**src/rtl/led_code_scheduler.sv**
```systemverilog
// led_code_scheduler
//   Time-shares one status LED among NUM_REQ requesters. A round-robin arbiter
//   grants one requester at a time. The granted blink code N is played as N
//   timed pulses followed by an inter-code gap, and the requester is then
//   acknowledged.
//
// Optional feature: define LED_SEQ_ABORT_EN to let a requester cancel its own
//   sequence by dropping req while pulses are still playing. The gap is still
//   played, and no ack is issued for the cancelled code.
//
// Ports:
//   clk       in   single clock
//   rst       in   asynchronous, active-high reset
//   req       in   [NUM_REQ]         level request per requester
//   code      in   [NUM_REQ*CODE_W]  requester i code at [i*CODE_W +: CODE_W]
//   ack       out  [NUM_REQ]         one-cycle pulse when the served code completes
//   busy      out                    high while a code is being played
//   grant_id  out  [clog2(NUM_REQ)]  current or last served requester
//   led       out                    LED drive, active-high
module led_code_scheduler #(
    parameter int NUM_REQ   = 4,
    parameter int CODE_W    = 4,
    parameter int TICK_DIV  = 5000000,
    parameter int ON_TICKS  = 2,
    parameter int OFF_TICKS = 3,
    parameter int GAP_TICKS = 10
) (
    input  logic                       clk,
    input  logic                       rst,
    input  logic [NUM_REQ-1:0]         req,
    input  logic [NUM_REQ*CODE_W-1:0]  code,
    output logic [NUM_REQ-1:0]         ack,
    output logic                       busy,
    output logic [$clog2(NUM_REQ)-1:0] grant_id,
    output logic                       led
);

    localparam int IDW     = $clog2(NUM_REQ);
    localparam int ON_CYC  = ON_TICKS * TICK_DIV;
    localparam int OFF_CYC = OFF_TICKS * TICK_DIV;
    localparam int GAP_CYC = GAP_TICKS * TICK_DIV;
    localparam int MAX_CYC = (ON_CYC > OFF_CYC) ? ((ON_CYC > GAP_CYC) ? ON_CYC : GAP_CYC)
                                                : ((OFF_CYC > GAP_CYC) ? OFF_CYC : GAP_CYC);
    localparam int TW      = $clog2(MAX_CYC + 1);

    typedef enum logic [1:0] {IDLE, ON, OFF, GAP} state_e;

    state_e              state_q;
    logic [TW-1:0]       timer_q;
    logic [CODE_W-1:0]   cnt_q;
    logic [IDW-1:0]      last_q;
    logic                ab_q;     // current code was cancelled, so suppress its ack

    logic                found;
    logic [IDW-1:0]      win;
    logic [IDW-1:0]      cand;
    logic [CODE_W-1:0]   sel_code;
    logic [TW-1:0]       ph_last;
    logic                ph_done;
    logic                abort_now;

    // Round-robin search starting just after the last served requester.
    always_comb begin
        found = 1'b0;
        win   = '0;
        cand  = '0;
        for (int i = 1; i <= NUM_REQ; i++) begin
            cand = IDW'((int'(last_q) + i) % NUM_REQ);
            if (!found && req[cand]) begin
                found = 1'b1;
                win   = cand;
            end
        end
    end

    always_comb begin
        sel_code = '0;
        for (int i = 0; i < NUM_REQ; i++) begin
            if (IDW'(i) == win) sel_code = code[i*CODE_W +: CODE_W];
        end
    end

    // Timer restarts at 0 on every state entry, so a phase of L cycles ends
    // on the edge where the timer has reached L-1.
    always_comb begin
        case (state_q)
            ON:      ph_last = TW'(ON_CYC - 1);
            OFF:     ph_last = TW'(OFF_CYC - 1);
            default: ph_last = TW'(GAP_CYC - 1);
        endcase
    end
    assign ph_done = (timer_q == ph_last);

`ifdef LED_SEQ_ABORT_EN
    assign abort_now = !req[grant_id];
`else
    assign abort_now = 1'b0;
`endif

    always_ff @(posedge clk or posedge rst) begin
        if (rst) begin
            state_q  <= IDLE;
            timer_q  <= '0;
            cnt_q    <= '0;
            last_q   <= IDW'(NUM_REQ - 1);
            ab_q     <= 1'b0;
            ack      <= '0;
            busy     <= 1'b0;
            grant_id <= '0;
            led      <= 1'b0;
        end else begin
            ack     <= '0;
            timer_q <= timer_q + 1'b1;
            case (state_q)
                IDLE: begin
                    timer_q <= '0;
                    if (found) begin
                        grant_id <= win;
                        last_q   <= win;
                        cnt_q    <= sel_code;
                        busy     <= 1'b1;
                        ab_q     <= 1'b0;
                        if (sel_code != '0) begin
                            led     <= 1'b1;
                            state_q <= ON;
                        end else begin
                            state_q <= GAP;
                        end
                    end
                end
                ON: begin
                    if (abort_now) begin
                        led     <= 1'b0;
                        ab_q    <= 1'b1;
                        timer_q <= '0;
                        state_q <= GAP;
                    end else if (ph_done) begin
                        led     <= 1'b0;
                        timer_q <= '0;
                        cnt_q   <= cnt_q - 1'b1;
                        // Counter value before the decrement: 1 means this was the last pulse.
                        state_q <= (cnt_q != CODE_W'(1)) ? OFF : GAP;
                    end
                end
                OFF: begin
                    if (abort_now) begin
                        ab_q    <= 1'b1;
                        timer_q <= '0;
                        state_q <= GAP;
                    end else if (ph_done) begin
                        led     <= 1'b1;
                        timer_q <= '0;
                        state_q <= ON;
                    end
                end
                GAP: begin
                    if (ph_done) begin
                        if (!ab_q) ack[grant_id] <= 1'b1;
                        busy    <= 1'b0;
                        timer_q <= '0;
                        state_q <= IDLE;
                    end
                end
                default: state_q <= IDLE;
            endcase
        end
    end

endmodule

```
**config.mk**
```make
export PLATFORM = sky130hd
export DESIGN_NAME = led_code_scheduler
export DESIGN_NICKNAME = d
export VERILOG_FILES = /design/src/rtl/led_code_scheduler.sv
export SDC_FILE = /design/constraint.sdc
export NUM_CORES = 1
export LEC_CHECK = 0
export CORE_MARGIN = 5
export CORE_UTILIZATION = 55
export CTS_BUF_LIST = sky130_fd_sc_hd__clkbuf_8
export DETAILED_ROUTE_END_ITERATION = 10
export GPL_TIMING_DRIVEN = 0
export PLACE_DENSITY_LB_ADDON = 0.3
export SLEW_MARGIN = 20
export SYNTH_ARGS = -nofsm -noshare
export SYNTH_HDL_FRONTEND = slang
export SYNTH_SLANG_ARGS = --single-unit
```
**constraint.sdc**
```tcl
create_clock -name clk -period 5.8 [get_ports clk]
set_input_delay 0.58 -clock clk [delete_from_list [all_inputs] [get_ports clk]]
set_output_delay 0.58 -clock clk [all_outputs]
set_load 0.005 [all_outputs]
```
# Word-level counts from Yosys, hierarchy flattened
# Cells that the tools add are included.
dict set report classes {
  mux 44
  add_sub_neg 6
  n_reduce_logical 19
  n_eq_ne 13
  order_cmp 6
}
# op count
set op_table {}
lappend op_table {{26-bit case mux with 2 select lines} 2}
lappend op_table {{4-bit 2-to-1 mux} 8}
lappend op_table {{26-bit by 1-bit adder with 26-bit output, second input constant} 1}
lappend op_table {{26-bit == test} 1}
lappend op_table {{26-bit 2-to-1 mux} 1}
lappend op_table {{2-bit 2-to-1 mux} 9}
lappend op_table {{2-bit by 3-bit less-than comparator with 1-bit output, second input constant} 5}
lappend op_table {{1-bit 2-to-1 mux} 15}
lappend op_table {{2-bit inequality test, second input constant} 5}
lappend op_table {{1-bit binary-select mux with 2-bit select} 4}
lappend op_table {{2-bit case mux with 4 select lines} 1}
lappend op_table {{4-bit case mux with 2 select lines} 1}
lappend op_table {{3-bit AND reduction} 2}
lappend op_table {{5-bit AND reduction} 1}
lappend op_table {{2-bit by 1-bit adder with 2-bit output, second input constant} 2}
lappend op_table {{2-bit adder, second input constant} 2}
lappend op_table {{2-bit == test, first input constant} 2}
lappend op_table {{2-bit == test, second input constant} 2}
lappend op_table {{1-bit logical AND} 4}
lappend op_table {{2-bit logical NOT} 2}
lappend op_table {{4-bit by 1-bit inequality test with 1-bit output, second input constant} 1}
lappend op_table {{4-bit AND reduction} 1}
lappend op_table {{2-bit nonzero test} 2}
lappend op_table {{4-bit nonzero test} 1}
lappend op_table {{other kinds (11)} 13}
dict set report totals {
  output_inout_bits 8
  input_bits 22
  elab_cells 96
  reg_bits 42
}

# Longest topological paths before layout
# Gate-level depths: netlist of run 1.
dict set report logic_depth {
  word_depth 22
  mapped_depth 10
  mapped_depth_nobuf 9
}

# Least setup slack after synthesis of run 1
# Ideal clock, no wire load.
dict set report synth_timing {
  path_kind {reg2reg}
  from {register state_q[0]}
  to {register cnt_q[0]}
  path_stages_with_launch 10
  slack_ps 3652
  t_arrival_ps 2021
  cell_sequence {dfrtp_1 -> inv_1 -> ha_1 -> nor4b_2 -> nand3_1 -> a211oi_4 -> nand3_2 -> a21oi_4 -> nor2_1 -> a311o_1}
}
dict set report synth_via {
  elab_chain_cells 5
}
# item line
set synth_lines {}
lappend synth_lines {{start: declaration} 48} ;# state_e state_q;
lappend synth_lines {{start signal: assignment} 142} ;# state_q <= (cnt_q != CODE_W'(1)) ? OFF : GAP;
lappend synth_lines {{2-bit == test or 2-bit by 1-bit == test with 1-bit output (tied branches)} {86, 114}}
lappend synth_lines {{26-bit case mux with 2 select lines} 86} ;# case (state_q)
lappend synth_lines {{26-bit == test} 92} ;# assign ph_done = (timer_q == ph_last);
lappend synth_lines {{2-bit inequality test (no source line)} -}
lappend synth_lines {{3-bit AND reduction (no source line)} -}
lappend synth_lines {{end signal: assignment} 120} ;# cnt_q <= sel_code;
lappend synth_lines {{end signal: assignment} 140} ;# cnt_q <= cnt_q - 1'b1;
lappend synth_lines {{end: declaration} 50} ;# logic [CODE_W-1:0] cnt_q;
# Parallel ways exist; a longest one is shown, timed or not.
# A chain may end at the register's enable or synchronous reset.

# Final worst setup path of run 1
dict set report layout_timing {
  from {input port req[3]}
  to {register state_q[1]}
}
dict set report layout_via {
  elab_chain_cells 21
}
# item line
set layout_lines {}
lappend layout_lines {{start: declaration} 30} ;# input logic [NUM_REQ-1:0] req,
lappend layout_lines {{1-bit binary-select mux with 2-bit select} 69} ;# if (!found && req[cand]) begin
lappend layout_lines {{1-bit 2-to-1 mux (not written as such)} 69}
lappend layout_lines {{1-bit 2-to-1 mux} 69}
lappend layout_lines {{1-bit logical NOT} 69}
lappend layout_lines {{1-bit logical AND} 69}
lappend layout_lines {{1-bit 2-to-1 mux} 69}
lappend layout_lines {{1-bit logical NOT} 69}
lappend layout_lines {{1-bit logical AND} 69}
lappend layout_lines {{(+2 left out)} -}
lappend layout_lines {{1-bit logical AND} 69}
lappend layout_lines {{2-bit 2-to-1 mux} 69}
lappend layout_lines {{2-bit logical NOT} 79} ;# if (IDW'(i) == win) sel_code = code[i*CODE_W +: CODE_W];
lappend layout_lines {{4-bit 2-to-1 mux (4 in a row)} 79}
lappend layout_lines {{4-bit nonzero test} 123} ;# if (sel_code != '0) begin
lappend layout_lines {{2-bit 2-to-1 mux} 123}
lappend layout_lines {{2-bit 2-to-1 mux} 117} ;# if (found) begin
lappend layout_lines {{2-bit case mux with 4 select lines} 114} ;# case (state_q)
# Parallel ways exist; a longest one is shown, timed or not. The select of a mux whose other input is x is not followed.

==> results.txt, run 1 <==
- In the final routed layout, each cell accounts on average for 14.54 microns.
* Source-to-sink clock delay at the later pin of the worst-skew pair: 290 ps
- Counting instances in the post-synthesis netlist gives the leading cell types as sky130_fd_sc_hd__dfrtp_1, sky130_fd_sc_hd__nor2_1, sky130_fd_sc_hd__nand3_1, sky130_fd_sc_hd__xor2_1, sky130_fd_sc_hd__mux2i_1.
* Mapped Cells: 252
- Yosys instantiated no cell more often than sky130_fd_sc_hd__dfrtp_1.
- Clock-pin slew was measured on the worst setup and hold paths at 80 ps.
- The most numerous cell type found on the critical path is sky130_fd_sc_hd__o21ai_1.
- Largest fanout on the critical path: 9
- STA classifies the critical path startpoint as an input pin.
- Across the VDD grid, the largest voltage drop is 171.1 uV.
* Flip-flop cell with the highest count after synthesis: sky130_fd_sc_hd__dfrtp_1
- The worst setup path is of the in -> reg kind.
- Initial detailed-routing violation count: 85
* Category of the worst setup path capture point: register
- Of the total power, the clock network draws 0.398.
* Seq pwr share: 0.533
* Number of placement rows: 24
- Die area: approximately 6000 sq um
- For this run, the post-layout net count is between 300 and 400.
- The number of antenna diodes in the final layout is 0.
- Hold worst-path end: ack[2]
- Post-Synthesis Cell Area: 2426 sq um
* Delay of the slowest cell on the worst path: ~570 ps
- Pin count of the biggest net entering global routing: 30
* Final ANT Viol Nets: 0
- Arrival time at the worst endpoint: 2830 ps
* Global route overflow: 0
- Switching Fraction: 0.2103
- Along the worst hold path, the cell count comes to 1.
* Relative contribution of combinational cells to total power: 0.069
- Vias in the first global route: between 1.5k and 2k
- For this run, the register share of the synthesized area comes to 0.4342.
- Cell types occupying the most area after synthesis: sky130_fd_sc_hd__dfrtp_1, sky130_fd_sc_hd__xor2_1, sky130_fd_sc_hd__nor2_1
- Max-cap violations in this run came to 0.
- Post-CTS timing repair inserted 0 buffers for setup.
- Fin crit period: between 2000 and 3000 ps
- Of the cells placed in the final design, the portion with a size suffix greater than 1 is 0.08966.
* Compound-cell area share of the yosys netlist: 0.1310
* Total global-route track usage: 0.1771
- No sink is reached through more buffers than the 2 on the longest clock path.
* Initial core utilization: 0.5611
* Post-synthesis share of cell area spent on full adders, half adders and majority gates: 0.03610
- CTS tree: yes
- Setup violations remaining at the end of the flow were counted as 0.
- Number of vias in the routed layout: 1930
- Dominant combinational cell family by area after synthesis: simple AND/OR/NAND/NOR gates
- Total power for the finished layout comes to 0.0005489 W.
- Cell type contributing the most total cell area after synthesis: sky130_fd_sc_hd__dfrtp_1
* Maximum level of the CTS H-tree: 2
* Simple-gate area share of the yosys netlist: 0.2316
- Reg-to-Reg End: timer_q[16]
- Of the post-synthesis cell area, the part taken by muxes is 0.05364.
- Distinct cell type count of the synthesized netlist: 53
- In this run the critical register-to-register path is launched from state_q[0].
* Root Driver: sky130_fd_sc_hd__clkbuf_8
- Yosys printed 0 warnings.
- After detailed routing, the number of vias per cell comes to 5.643.
- The number of antenna violations at the first check in global routing is 0.
* Nets in the synthesized netlist: 281
- For this run, the detailed router's first-pass iteration total came to 4.
- Counting flops with a built-in enable in the synthesized netlist gives 0.
- Post-cts repair resize count: 0
* Total clock buffers created by CTS: 5
* Die extent in y: ~76 microns
- Reg2Reg Depth: 10
- Data on the critical path is required at its endpoint by 6020 ps.
- P&R area growth vs syn: 20.32%
* Cell with the largest stage delay on the worst path: sky130_fd_sc_hd__clkdlybuf4s50_1
* Int Pwr: around 0.00043 W
- RSZ-0062 raised after global routing: no
- For this run, asynchronously set or reset flops after synthesis account for 1.000.
- Die X-Extent: 76.42 microns
* Clock tree sinks: 42
* Total length of routed wires: 4974 microns
* Core Area: roughly 4300 sq um
- Type of the most critical hold path: reg -> reg
* Setup TNS after final layout: 0 ps
- Maximum clock frequency: 382.8 MHz
- In the finished design, the share of the clock period the worst path needs comes to 0.4505.
* IO Port Bufs: 29
* R2R setup slack: 3330 ps
- Run status: finished, final reports clean
- During I/O placement, the number of pins put on the boundary was 30.
* Total half-perimeter wirelength after legalization and detailed placement: 3721 microns
- Worst-Margin Slew: 596.0 ps
* Final number of max-transition violations: 0
- Synthesis inferred 42 register bits.
- The critical path goes through clkdlybuf4s50_1, nand3b_1, a31oi_1, buf_6, mux2i_1, o2111ai_1, a2111oi_2, o21ai_1, o21ai_1.
- At the end of routability-driven placement, the weighted congestion stood at a little under 0.8.
- Of the post-synthesis cell area, the dominant cell type holds 0.4126.
- Post-Synth XOR/XNOR Area: 0.07942
- For the final database, setup skew stands at 8.915 ps.
* Worst hold slack: around 480 ps
- The startpoint identified for the worst hold timing path is grant_id[0].
* Leakage component of the power: 1.374 nW
- Power spread over the standard cell area amounts to 188.0 nW/um^2.
* Mean area per synthesized cell: 9.627 sq um
- Hold violation total from the final report: 0
- In this run, post-CTS hold repair placed 0 buffers.
- For this run, design rule violations remaining after detail routing come to 0.
* Sw Pwr: about 0.00012 W
* First-pass GRT wire length: 8673 microns
- Tightest slew margin relative to the limit: 0.5990
[cells by family (layout without fill, tap and decap cells)]
family | after synthesis | count (layout)
AOI/OAI and AO/OA | 42 | 42
xor gates and xnor gates | 22 | 22
adders and majority gates | 7 | 7
buffers and inverters | 19 | 57
DFF | 42 | 42
muxes | 13 | 13
and+or+nand+nor | 107 | 107
[through the flow]
step	setup slack, ps	utilization	std cells	instance area (sq um)
finish	3187	0.6751	342	2919
global route	2965	0.6751	342	2919
CTS	3225	0.6733	342	2912
detailed placement	2933	0.6479	334	2801
global placement	2959	0.6432	333	2781
floorplan	3652	-	252	2426
[registers in the layout, indices dropped and copies added, names as in the netlist]
register  count
busy          1
timer_q      26
state_q       2
cnt_q         4
last_q        2
ack           4
grant_id      2
led           1
[layout make-up]
cell class	instances	area, sq um
fill	356	1405
multi-input combinational	191	1297
sequential	42	1054
timing repair buffer	30	310.3
clock buffer	8	110.1
tap	52	65.06
inverter	12	45.04
buffer	7	37.54
[cell usage in the layout (no fill, tap or decap), types with 7 or more instances in the layout]
master	synthesis	layout
sky130_fd_sc_hd__and3_1	9	9
sky130_fd_sc_hd__clkbuf_8	0	8
sky130_fd_sc_hd__a21oi_1	8	8
sky130_fd_sc_hd__nand3_1	16	16
sky130_fd_sc_hd__nand2_1	11	11
sky130_fd_sc_hd__xor2_1	16	16
sky130_fd_sc_hd__clkdlybuf4s50_1	0	29
sky130_fd_sc_hd__dfrtp_1	40	40
sky130_fd_sc_hd__nor2_1	35	35
sky130_fd_sc_hd__inv_1	12	11
sky130_fd_sc_hd__ha_1	7	7
sky130_fd_sc_hd__mux2i_1	13	13
[routing by layer]
layer  global-route usage  up-vias  part of all wire
met3              0.03783        8             0.035
met2               0.2765       24              0.47
met1               0.2474      932              0.48
li1                     -      966                 -
met5                    0        -                 0
met4              0.05070        0             0.013
[power by group through the flow]
stage	combinational (W)	sequential, W	clock, W
floorplan	0.0000172	0.000298	0
global placement	0.0000359	0.000298	0
detailed placement	0.0000384	0.000298	0
CTS	0.0000384	0.000293	0.000224
global route	0.0000424	0.000293	0.000237
finish	0.0000380	0.000293	0.000218
[worst max-delay path by stage]
stage / start / end / slack [ps]
2_1_floorplan: state_q[0] / cnt_q[0] / 3650
3_3_place_gp: req[0] / state_q[1] / 2960
3_5_place_dp: req[3] / state_q[1] / 2930
4_1_cts: req[0] / state_q[1] / 3230
5_1_grt: req[0] / state_q[1] / 2970
6_report: req[3] / state_q[1] / 3190
[worst max-delay path, delay by kind of cell]
| family | cells | cell delay [ps] |
|---|---|---|
| buffers and inverters | 2 | 750 |
| AND/OR/NAND/NOR | 1 | 100 |
| multiplexers | 1 | 260 |
| AO/OA/AOI/OAI | 5 | 1140 |
Note: power is estimated with default switching activity, not from simulation.
==> run 2: changes to the inputs <==
Clock period 5.8 ns to 2.6 ns, I/O delays scaled along.
==> run 2 against run 1 <==
Compared with the run above:
- wire length is 0.30% higher
- global-route usage is the same
- non-clock buffer count did not move
- die area did not move
- count of clock-buffer cells in the layout is the same
- critical path depth is 1 higher
- design area is 0.39% higher
==> results.txt, run 2 (same netlist as run 1, synthesis figures left out) <==
- Clock tree sinks: 42 (unchanged)
* Initial detailed-routing violation count: 84 (-1.2%)
- The highest fanout seen on the critical path came to 10 (+1).
* P&R area growth vs syn: 20.78%
- The part of the power in registers is 0.533 (about the same).
- Leakage component of the power: 1.374 nW (about the same)
- Die extent in y: 76.42 microns (unchanged)
* Root Driver: sky130_fd_sc_hd__clkbuf_8
* Clock input transition at the sequential cells of the worst setup and hold paths: 80 ps (about the same)
- The final setup violation count came to 0 (unchanged).
* Switching Fraction: 0.2108 (+0.0004840)
* RSZ-0062 raised after global routing: no
* Maximum level of the CTS H-tree: 2 (unchanged)
- Top-level port count: 30 (unchanged)
- Source-to-sink clock delay at the later pin of the worst-skew pair: 300 ps (about the same)
- The critical path is of the reg -> reg type.
* Placed Cells: 334 (unchanged)
- The flip-flop count of the largest register after layout came to 26 (unchanged).
- The number of global-route vias before repair came to 1890 (unchanged).
- The count of pins over their slew limit was 0 (unchanged).
- Final ANT Viol Nets: 0 (unchanged)
* Global route overflow: 0 (unchanged)
* Delay of the slowest cell on the worst path: 410 ps (-160 ps)
- The maximum number of pins on one net before global-route repair was 30 (unchanged).
- The slew at the pin closest to its max-slew limit is 591.5 ps (-4.567 ps).
* R2R setup slack: 170 ps (-3160 ps)
- The horizontal extent of the die is 76.42 microns (unchanged).
- Peak ir drop on the vdd network: 381.9 uV (+120%)
* DRC violations left: 0 (unchanged)
- The relative contribution of combinational cells to total power was 0.069 (about the same).
- The post-detailed-route via-to-cell ratio came to 5.667 (+0.41%).
- Sw Pwr: 0.0002582 W (+120%)
- Data required, critical path: 2780 ps (-3240 ps)
- The clock skew was 8.437 ps (-0.4784 ps).
- Initial core utilization: 0.5611 (unchanged)
* DR WL/cell: 14.59 microns (+0.30%)
- Cell with the largest stage delay on the worst path: sky130_fd_sc_hd__dfrtp_1
- Type of the most critical hold path: in -> async
- Router iterations before antenna repair: 4 (unchanged)
- The reported max-cap violation count is 0 (unchanged).
* Die area: 5839 sq um (unchanged)
- The final number of hold-violating endpoints is 0 (unchanged).
* Total half-perimeter wirelength after legalization and detailed placement: 3721 microns (unchanged)
* Highest-count cells in the layout ignoring fill and taps: sky130_fd_sc_hd__dfrtp_1, sky130_fd_sc_hd__nor2_1, sky130_fd_sc_hd__clkdlybuf4s50_1
- The number of antenna violations at the first check in global routing is 0 (unchanged).
* Clock network fraction of design power: 0.398 (about the same)
- TritonCTS built the clock tree.
- STA classifies the critical path endpoint as a register.
- The fraction of layout cells with a size suffix above 1 is 0.09310 (+0.003448).
* Arrival time at the worst endpoint: 2610 ps (-220 ps)
- The number of antenna cells inserted was 0 (unchanged).
- The via count is 1938 (+0.41%).
- The tightest slew margin relative to the limit was 0.6021 (+0.003073).
* Bufs on Longest Clock Path: 2 (unchanged)
- The global router's overall resource usage is 0.1771 (unchanged).
- Leaving out fill and tap cells, the most frequent cell in the layout is sky130_fd_sc_hd__dfrtp_1.
- Reg2Reg Depth: 10 (unchanged)
* Net total in the final layout: 318 (unchanged)
- Maximum clock frequency: 410.7 MHz
- Following the worst setup path forward leads to its endpoint at timer_q[16].
- Startpoint class of the critical path: register
- The flow ran to the end, and the final reports show no timing, DRC or antenna violations.
* Cell Count, Final, Fillers Out: 342 (unchanged)
- The wire length of the first global-routing pass is 8673 microns (unchanged).
* IO Port Bufs: 29 (unchanged)
* Power density over the cells: 418.1 nW/um^2 (+120%)
- The internal power of the cells is 0.0009669 W (+120%).
* Critical Path Source: state_q[0]
- # hold bufs at CTS: 0 (unchanged)
* Largest regs: timer_q: 26 flops, ack: 4 flops, cnt_q: 4 flops
- In the finished design, the share of the clock period the worst path needs comes to 0.9365.
- Post CTS Setup Buffer Count: 0 (unchanged)
* Most flop-heavy register: timer_q
- The number of buffers created by CTS came to 5 (unchanged).
* Fin crit period: 2435 ps
* Critical-path cell list: inv_1, ha_1, nor3b_1, o211ai_1, a211oi_4, nand2_2, nand2b_1, buf_2, clkbuf_4, nor2_1
- The global placement routability congestion is 0.7840 (unchanged).
- Worst hold slack: 225.8 ps (-253.5 ps)
- Setup TNS after final layout: 0 ps (unchanged)
* Number of placement rows: 24 (unchanged)
- The core region area is 4324 sq um (unchanged).
- Total length of routed wires: 4989 microns (+0.30%)
- The endpoint identified for the worst register-to-register timing path is timer_q[16].
* Startpoint of the most critical register-to-register path: state_q[0]
[run 2: cell types whose count changed in the layout (fill, tap and decap cells not counted)]
cell	previous run	this run
sky130_fd_sc_hd__clkbuf_4	0	2
sky130_fd_sc_hd__nor4bb_1	2	1
sky130_fd_sc_hd__nor4bb_2	0	1
sky130_fd_sc_hd__buf_2	3	1
[run 2: worst max-delay path: cells and delay by family, from the launching register on]
family | cells | cell delay, ps
AO/OA/AOI/OAI | 2 | 490
buffers and inverters | 3 | 540
flip-flops | 1 | 410
adder cells (fa/ha/maj) | 1 | 300
AND/OR/NAND/NOR | 4 | 570
[run 2: power by group through the flow]
stage	clock, W	combinational (W)	sequential, W
finish	0.000488	0.0000847	0.000653
global route	0.000529	0.0000946	0.000653
CTS	0.000499	0.0000858	0.000653
detailed placement	0	0.0000856	0.000666
global placement	0	0.0000800	0.000666
floorplan	0	0.0000384	0.000666
[run 2: repair_timing]
action	in CTS	in global routing
setup endpoints to repair	0	20
endpoints found under the hold margin	0	0
resized for setup	0	3
[run 2: worst min path at each step]
stage / end / slack (ps) / cells past startpoint
global placement: last_q[0] / 470 / 2
CTS: timer_q[14] / 240 / 2
floorplan: last_q[0] / 450 / 2
finish: timer_q[14] / 230 / 2
global route: timer_q[6] / 280 / 2
detailed placement: ack[2] / 470 / 1
[run 2: layout make-up]
| class | instances | area, sq um |
|---|---|---|
| Timing Repair Buffer | 30 | 310.3 |
| Inverter | 12 | 45.04 |
| Multi-Input combinational cell | 191 | 1304 |
| Buffer | 7 | 42.54 |
| Clock buffer | 8 | 110.1 |
| Tap cell | 52 | 65.06 |
| Sequential cell | 42 | 1054 |
| Fill cell | 357 | 1394 |
[run 2: metal layers]
metal  global-route usage  vias to the layer above  share of wire
li1                     -                      964              -
met4              0.05070                        0          0.014
met1               0.2474                      936           0.48
met3              0.03783                        8          0.037
met5                    0                        -              0
met2               0.2765                       30           0.47
[run 2: metrics by stage]
stage | power, W | setup slack [ps] | instance area [sq um] | utilization
final | 0.001225 | 165.0 | 2930 | 0.6777
after global placement | 0.0007457 | 79.42 | 2781 | 0.6432
after floorplan | 0.0007040 | 452.2 | 2426 | -
after global routing | 0.001277 | 25.92 | 2930 | 0.6777
after detailed placement | 0.0007512 | 52.76 | 2801 | 0.6479
after CTS | 0.001237 | 113.3 | 2912 | 0.6733
